## config.mk

```make
export PLATFORM = sky130hd
export DESIGN_NAME = key_debounce_repeat
export DESIGN_NICKNAME = d
export VERILOG_FILES = /design/src/rtl/key_debounce_repeat.sv
export SDC_FILE = /design/constraint.sdc
export NUM_CORES = 1
export LEC_CHECK = 0
export ABC_AREA = 1
export BUFFER_PORTS_ARGS = -buffer_cell sky130_fd_sc_hd__buf_2
export CAP_MARGIN = 20
export CORE_MARGIN = 4
export CORE_UTILIZATION = 60
export DETAILED_ROUTE_END_ITERATION = 7
export PLACE_DENSITY = 0.74
export REMOVE_ABC_BUFFERS = 1
export SYNTH_ARGS = -nofsm -noshare
export SYNTH_HDL_FRONTEND = slang
export SYNTH_SLANG_ARGS = --single-unit
```

## constraint.sdc

```tcl
create_clock -name clk_clk -period 3.15 [get_ports clk_clk]
set_input_delay 0.7875 -clock clk_clk [delete_from_list [all_inputs] [get_ports clk_clk]]
set_output_delay 0.7875 -clock clk_clk [all_outputs]
set_load 0.01 [all_outputs]
```

## src/rtl/key_debounce_repeat.sv

```systemverilog
// rtl/key_debounce_repeat.sv - per-key synchronizer, debounce FSM and press/release/auto-repeat strobes
module key_debounce_repeat #(
    parameter int NUM_KEYS        = 2,
    parameter int DEBOUNCE_CYCLES = 1000000,
    parameter int REPEAT_DELAY    = 25000000,
    parameter int REPEAT_PERIOD   = 5000000
) (
    input  logic                clk_clk,
    input  logic                reset_reset_n,
    input  logic [NUM_KEYS-1:0] key_n_raw,
    input  logic                repeat_en,
    output logic [NUM_KEYS-1:0] key_clean_n,
    output logic [NUM_KEYS-1:0] press_pulse,
    output logic [NUM_KEYS-1:0] release_pulse,
    output logic [NUM_KEYS-1:0] repeat_pulse
);

    // One shared counter width covers both the debounce and the repeat counters.
    localparam int MAX_A  = (DEBOUNCE_CYCLES > REPEAT_DELAY) ? DEBOUNCE_CYCLES : REPEAT_DELAY;
    localparam int MAX_C  = (MAX_A > REPEAT_PERIOD) ? MAX_A : REPEAT_PERIOD;
    localparam int CNT_W  = $clog2(MAX_C + 1);

    localparam logic [CNT_W-1:0] CNT_ZERO   = '0;
    localparam logic [CNT_W-1:0] CNT_ONE    = CNT_W'(1);
    localparam logic [CNT_W-1:0] DEB_LAST   = CNT_W'(DEBOUNCE_CYCLES - 1);
    localparam logic [CNT_W-1:0] RPT_LAST   = CNT_W'(REPEAT_DELAY - 1);
    // Reloading with DELAY-PERIOD makes every later strobe land PERIOD cycles apart.
    localparam logic [CNT_W-1:0] RPT_RELOAD = CNT_W'(REPEAT_DELAY - REPEAT_PERIOD);

    typedef enum logic [1:0] {
        ST_IDLE,
        ST_CONF_PRESS,
        ST_HELD,
        ST_CONF_REL
    } key_state_e;

    for (genvar k = 0; k < NUM_KEYS; k++) begin : g_key
        logic             sync1_q;
        logic             sync2_q;
        key_state_e       state_q;
        logic [CNT_W-1:0] deb_q;
        logic [CNT_W-1:0] rpt_q;
        logic             clean_q;
        logic             press_q;
        logic             rel_q;
        logic             rep_q;

        // Two-flop synchronizer; idles high so a reset never looks like a press.
        always_ff @(posedge clk_clk or negedge reset_reset_n) begin
            if (!reset_reset_n) begin
                sync1_q <= 1'b1;
                sync2_q <= 1'b1;
            end else begin
                sync1_q <= key_n_raw[k];
                sync2_q <= sync1_q;
            end
        end

        // Debounce FSM with registered level, strobes and auto-repeat counter.
        always_ff @(posedge clk_clk or negedge reset_reset_n) begin
            if (!reset_reset_n) begin
                state_q <= ST_IDLE;
                deb_q   <= CNT_ZERO;
                rpt_q   <= CNT_ZERO;
                clean_q <= 1'b1;
                press_q <= 1'b0;
                rel_q   <= 1'b0;
                rep_q   <= 1'b0;
            end else begin
                press_q <= 1'b0;
                rel_q   <= 1'b0;
                rep_q   <= 1'b0;
                case (state_q)
                    ST_IDLE: begin
                        clean_q <= 1'b1;
                        deb_q   <= CNT_ZERO;
                        if (!sync2_q) begin
                            state_q <= ST_CONF_PRESS;
                            deb_q   <= CNT_ONE;
                        end
                    end
                    ST_CONF_PRESS: begin
                        if (sync2_q) begin
                            state_q <= ST_IDLE;
                            deb_q   <= CNT_ZERO;
                        end else if (deb_q == DEB_LAST) begin
                            state_q <= ST_HELD;
                            clean_q <= 1'b0;
                            press_q <= 1'b1;
                            rpt_q   <= CNT_ZERO;
                            deb_q   <= CNT_ZERO;
                        end else begin
                            deb_q <= deb_q + CNT_ONE;
                        end
                    end
                    ST_HELD: begin
                        clean_q <= 1'b0;
                        // A release candidate freezes the repeat counter this cycle.
                        if (sync2_q) begin
                            state_q <= ST_CONF_REL;
                            deb_q   <= CNT_ONE;
                        end else if (!repeat_en) begin
                            rpt_q <= CNT_ZERO;
                        end else if (rpt_q == RPT_LAST) begin
                            rep_q <= 1'b1;
                            rpt_q <= RPT_RELOAD;
                        end else begin
                            rpt_q <= rpt_q + CNT_ONE;
                        end
                    end
                    ST_CONF_REL: begin
                        clean_q <= 1'b0;
                        if (!sync2_q) begin
                            // Bounce on release: resume the hold with repeat timing intact.
                            state_q <= ST_HELD;
                            deb_q   <= CNT_ZERO;
                        end else if (deb_q == DEB_LAST) begin
                            state_q <= ST_IDLE;
                            clean_q <= 1'b1;
                            rel_q   <= 1'b1;
                            deb_q   <= CNT_ZERO;
                            rpt_q   <= CNT_ZERO;
                        end else begin
                            deb_q <= deb_q + CNT_ONE;
                        end
                    end
                    default: begin
                        state_q <= ST_IDLE;
                        deb_q   <= CNT_ZERO;
                        rpt_q   <= CNT_ZERO;
                        clean_q <= 1'b1;
                    end
                endcase
            end
        end

        assign key_clean_n[k]   = clean_q;
        assign press_pulse[k]   = press_q;
        assign release_pulse[k] = rel_q;
        assign repeat_pulse[k]  = rep_q;
    end

endmodule

```

; Word level (Yosys, flattened, before mapping)
; Index checks and enable logic that the tools add are counted.
[classes]
add_sub_neg = 4
eq_ne = 26
mux = 64
n_reduce_logical = 10
[ops]
columns = cell, count
row1 = two-way mux 25 bit, 20
row2 = one-hot mux 25 bit (4 select lines), 2
row3 = one-hot mux 25 bit (3 select lines), 2
row4 = adder 25 x 1 -> 25 bit (second input constant), 4
row5 = equality test 25 x 20 -> 1 bit (second input constant), 2
row6 = equality test 25 bit (second input constant), 2
row7 = two-way mux 1 bit, 24
row8 = two-way mux 2 bit, 12
row9 = inequality test 2 bit (second input constant), 12
row10 = one-hot mux 2 bit (4 select lines), 2
row11 = AND reduction 4 bit, 4
row12 = inequality test 3 bit (second input constant), 4
row13 = equality test 2 bit (second input constant), 4
row14 = one-hot mux 1 bit (4 select lines), 2
row15 = nonzero test 3 bit, 2
row16 = equality test 2 x 1 -> 1 bit (second input constant), 2
row17 = logical NOT 2 bit, 2
row18 = AND reduction 2 bit, 2
[word_totals]
register_bits = 116
input_bits = 5
output_inout_bits = 8

; Logic depth before layout (Yosys ltp)
[logic_depth]
depth_word = 5
mapped_depth = 13
depth_no_buf = 12

; Least setup slack after synthesis
; No wires, ideal clock.
[synth_path]
kind = register -> register
start = register g_key[1].state_q[0]
end = register g_key[1].deb_q[14]
t_arrival_ns = 1.717
path_slack_ns = 1.309
path_stages_with_launch = 11
n_path_buf = 1
synth_period_minus_slack_ns = 1.841
cell_sequence = dfrtp_1 > inv_1 > ha_1 > inv_1 > nor2_2 > nor2_1 > inv_1 > nor2_2 > buf_4 > o211ai_1 > nand2_1
[synth_via]
elab_chain_len = 2
[synth_rtl]
columns = element, line_no
row1 = from (decl), 40  ; key_state_e state_q;
row2 = from (signal assigned), 62  ; state_q <= ST_IDLE;
row3 = from (signal assigned), 78  ; state_q <= ST_CONF_PRESS;
row4 = from (signal assigned), 84  ; state_q <= ST_IDLE;
row5 = "equality test 2 bit, or another cell as far along", 73  ; case (state_q)
row6 = one-hot mux 25 bit (4 select lines) or inequality test 2 bit (tied branches), -
row7 = to (signal assigned), 93  ; deb_q <= deb_q + CNT_ONE;
row8 = to (signal assigned), 124  ; deb_q <= deb_q + CNT_ONE;
row9 = to (decl), 41  ; logic [CNT_W-1:0] deb_q;
; Several ways; a longest one is shown, not always the timed one.
; A chain may end at the register's enable or synchronous reset.

; Worst setup path after layout
[layout_path]
start = register g_key[1].state_q[0]
end = register g_key[1].rpt_q[9]
[layout_via]
elab_chain_len = 3
[layout_rtl]
columns = element, line_no
row1 = equality test 2 x 1 -> 1 bit or equality test 2 bit (tied branches), 73
row2 = inequality test 2 bit (no source line) or nonzero test 3 bit (tied branches), -
row3 = AND reduction 4 bit (no source line), -
row4 = to (signal assigned), 108  ; rpt_q <= rpt_q + CNT_ONE;
row5 = to (decl), 42  ; logic [CNT_W-1:0] rpt_q;
; Several ways; a longest one is shown, not always the timed one.

==> summary.md <==
| Metric | Value |
|---|---|
| CP arrival | `2.88 ns` |
| Clock transition at the registers of the reported paths | `about 0.060 ns` |
| Layout cells sized above 1 | `0.0815` |
| Die area | `~15000 um2` |
| Startpoint types | `register` |
| CP cell instances | `inv_1 > ha_1 > inv_1 > a31oi_1 > a21oi_2 > nand2_4 > clkinv_2 > nand3_1 > nand2_1` |
| Synth warn | `0` |
| Avg Cell Area, Syn | `about 6.7 um2` |
| Final net count | `1184` |
| Skew-Pair Late Insertion Delay | `~0.42 ns` |
| I/O Buffers | `12` |
| Remaining DRCs | `0` |
| Inst Count DP | `1318` |
| Worst hold slack | `about 0.36 ns` |
| CP Class | `register to register` |
| Drt wl/cell | `around 14 um` |
| Cell area after layout | `8540 um2` |
| CORE AREA | `roughly 13000 um2` |
| Synth top area cells | `dfrtp_1 35%, nand2_1 16%, nor2_1 7.6%, inv_1 6.7%, nand3_1 5.9%` |
| IO Pins | `13` |
| Max-cap violation count | `0` |
| Area taken by multi-input logic gates | `between 4000 and 5000 um2` |
| Critical Path Sink Type | `register` |
| Fmax | `slightly below 400 MHz` |
| Slowest CP cell | `ha_1` |
| Largest net degree at the start of global routing | `between 50 and 60` |
| Mapped Cells | `approximately 1200` |
| EDFF count, synth | `0` |
| TNS Setup | `0 ns` |
| GRT Overall Usage | `0.270` |
| CP peak stage delay | `0.51 ns` |
| Yosys cell types | `38` |
| Vias | `between 7000 and 8000` |
| Final period utilization | `0.818` |
| Final Slew Violations | `0` |
| Synthesized flop and latch total | `116` |
| Post-CTS setup repair buffer count | `0` |
| Max IR drop VDD | `0.484 mV` |
| Final antenna-violating net count | `0` |
| Required @ worst endpoint | `about 3.5 ns` |
| WP buf/inv | `3` |
| Vias/cell | `between 5 and 6` |
| Post_cts resized | `0` |
| Layout Cells excl Fill | `about 1400` |
| Worst path most repeated cell | `inv_1` |
| CTS Buf Count | `17` |
| Slew margin rel. | `0.562` |
| Fillers | `between 1000 and 1500` |
| Clock tree buffer depth | `2` |
| Die height | `around 120 um` |
| Dominant synthesized flop cell | `dfrtp_1` |
| Synth area leader | `dfrtp_1` |
| Minimum clock period | `about 2.6 ns` |
| RePlAce Congestion | `slightly above 0.9` |
| First-pass GRT wire length | `roughly 32000 um` |
| # rows | `41` |
| Skew final | `about 0.0078 ns` |
| Leak | `3.81 nW` |
| Worst-path fanout max | `27` |
| Hold/Removal Path Class | `register to register` |
| Clock Sinks | `roughly 120` |
| Most common cell after layout, fill and taps aside | `nand2_1` |
| Power per cell area | `568 nW/um2` |
| Initial DRC Count | `between 700 and 800` |
| Unrepaired setup endpoints after global routing | `false` |
| Worst-margin pin slew | `between 0.6 and 0.7 ns` |
| DPL Wire Length | `~13000 um` |
| ANT cells | `0` |
| Instance area at placement | `between 7000 and 8000 um2` |
| FF/Latch Area | `2910 um2` |
| Synth top area share | `0.354` |
| H-tree depth | `4` |
| Layout area overhead | `9.94%` |
| Number of global-route vias before repair | `roughly 6900` |
| Initial Util | `0.613` |
| Initial DRT Pass Iterations | `5` |
| Clock root buffer | `clkbuf_16` |
| Setup-failing EPs final | `0` |
| Final Hold Fails | `0` |
| Asr flop ratio synth | `1.00` |
| Hold Buf Count CTS | `0` |
| Cell area after synthesis | `slightly below 8000 um2` |
| Final wirelength | `~19000 um` |
| TritonCTS clock tree | `done` |
| Commonest non-fill, non-tap cells in the layout | `340 x nand2_1, 157 x nor2_1, 139 x inv_1, 110 x dfrtp_1, 91 x nand3_1` |
| Total global routing overflow | `0` |
| Status | `complete, no violations` |
| Critical path's top delay family | `buffers and inverters` |
| Die Width | `between 100 and 150 um` |
| Sequential share of the synthesized area | `0.375` |
| Initial antenna violation count | `0` |
[layout make-up]
cell class                      instances  area share
Clock buffer                           23      0.0571
Clock inverter                          9      0.0146
Inverter                              146      0.0644
Multi-Input combinational cell        863       0.483
Sequential cell                       116       0.341
Tap cell                              172      0.0252
Timing Repair Buffer                   21      0.0152
[metrics by stage]
| step | util | setup slack (ns) | power [mW] |
|---|---|---|---|
| floorplan | - | 0.891 | 2.48 |
| global placement | 0.626 | 0.700 | 2.83 |
| detailed placement | 0.626 | 0.615 | 2.84 |
| CTS | 0.674 | 0.586 | 4.87 |
| global route | 0.674 | 0.373 | 5.08 |
| finish | 0.674 | 0.573 | 4.85 |
[logic make-up after synthesis]
| logic type | count (synthesis) | share of synthesized area |
|---|---|---|
| AOI/OAI and AO/OA | 123 | 0.0866 |
| xor gates and xnor gates | 32 | 0.0361 |
| adders and majority gates | 14 | 0.0225 |
| buffers and inverters | 174 | 0.0948 |
| DFF | 116 | 0.375 |
| and+or+nand+nor | 694 | 0.385 |
[power by group]
group / total (mW) / switching [mW] / internal (mW)
clock: 2.02 / 0.704 / 1.32
combinational: 1.13 / 0.834 / 0.298
sequential: 1.69 / 0.104 / 1.59
[cells in the mapped netlist (all sizes together), types with 2 or more instances]
cell type	instances
ha	14
o21bai	3
dfstp	6
inv	142
buf	22
nand3	91
clkbuf	6
xnor2	8
nor2	173
o21ai	88
xor2	24
o211ai	3
nor4	2
nand4	46
nor3	29
nand2	349
a31oi	4
dfrtp	110
or2	2
clkinv	4
a21oi	15
o22ai	8
[final timing paths]
check | from | endpoint | slack, ns | cells past startpoint
min in group asynchronous | reset_reset_n | g_key[1].rpt_q[11] | 0.38 | 1
max in group asynchronous | reset_reset_n | g_key[1].sync1_q | 1.96 | 2
max reg2reg | g_key[1].state_q[0] | g_key[1].rpt_q[9] | 0.57 | 9
min | g_key[0].sync1_q | g_key[0].sync2_q | 0.36 | 0
min reg2reg | g_key[0].sync1_q | g_key[0].sync2_q | 0.36 | 0
max | g_key[1].state_q[0] | g_key[1].rpt_q[9] | 0.57 | 9
[registers in the layout, indices dropped and copies added (netlist names), named ones only]
name	count
g_key.rep_q	2
g_key.sync2_q	2
g_key.clean_q	2
g_key.state_q	2
g_key.press_q	2
g_key.deb_q	50
g_key.sync1_q	2
g_key.rpt_q	50
g_key.rel_q	2
[per-layer routing]
metal / routed length (um) / global-route usage / up-vias
met5: 0 / 0 / -
met4: 369 / 0.0903 / 0
met3: 1010 / 0.0562 / 40
met2: 8910 / 0.441 / 237
met1: 8770 / 0.360 / 3401
li1: - / - / 3738
Power figures use the tool's default switching activity.
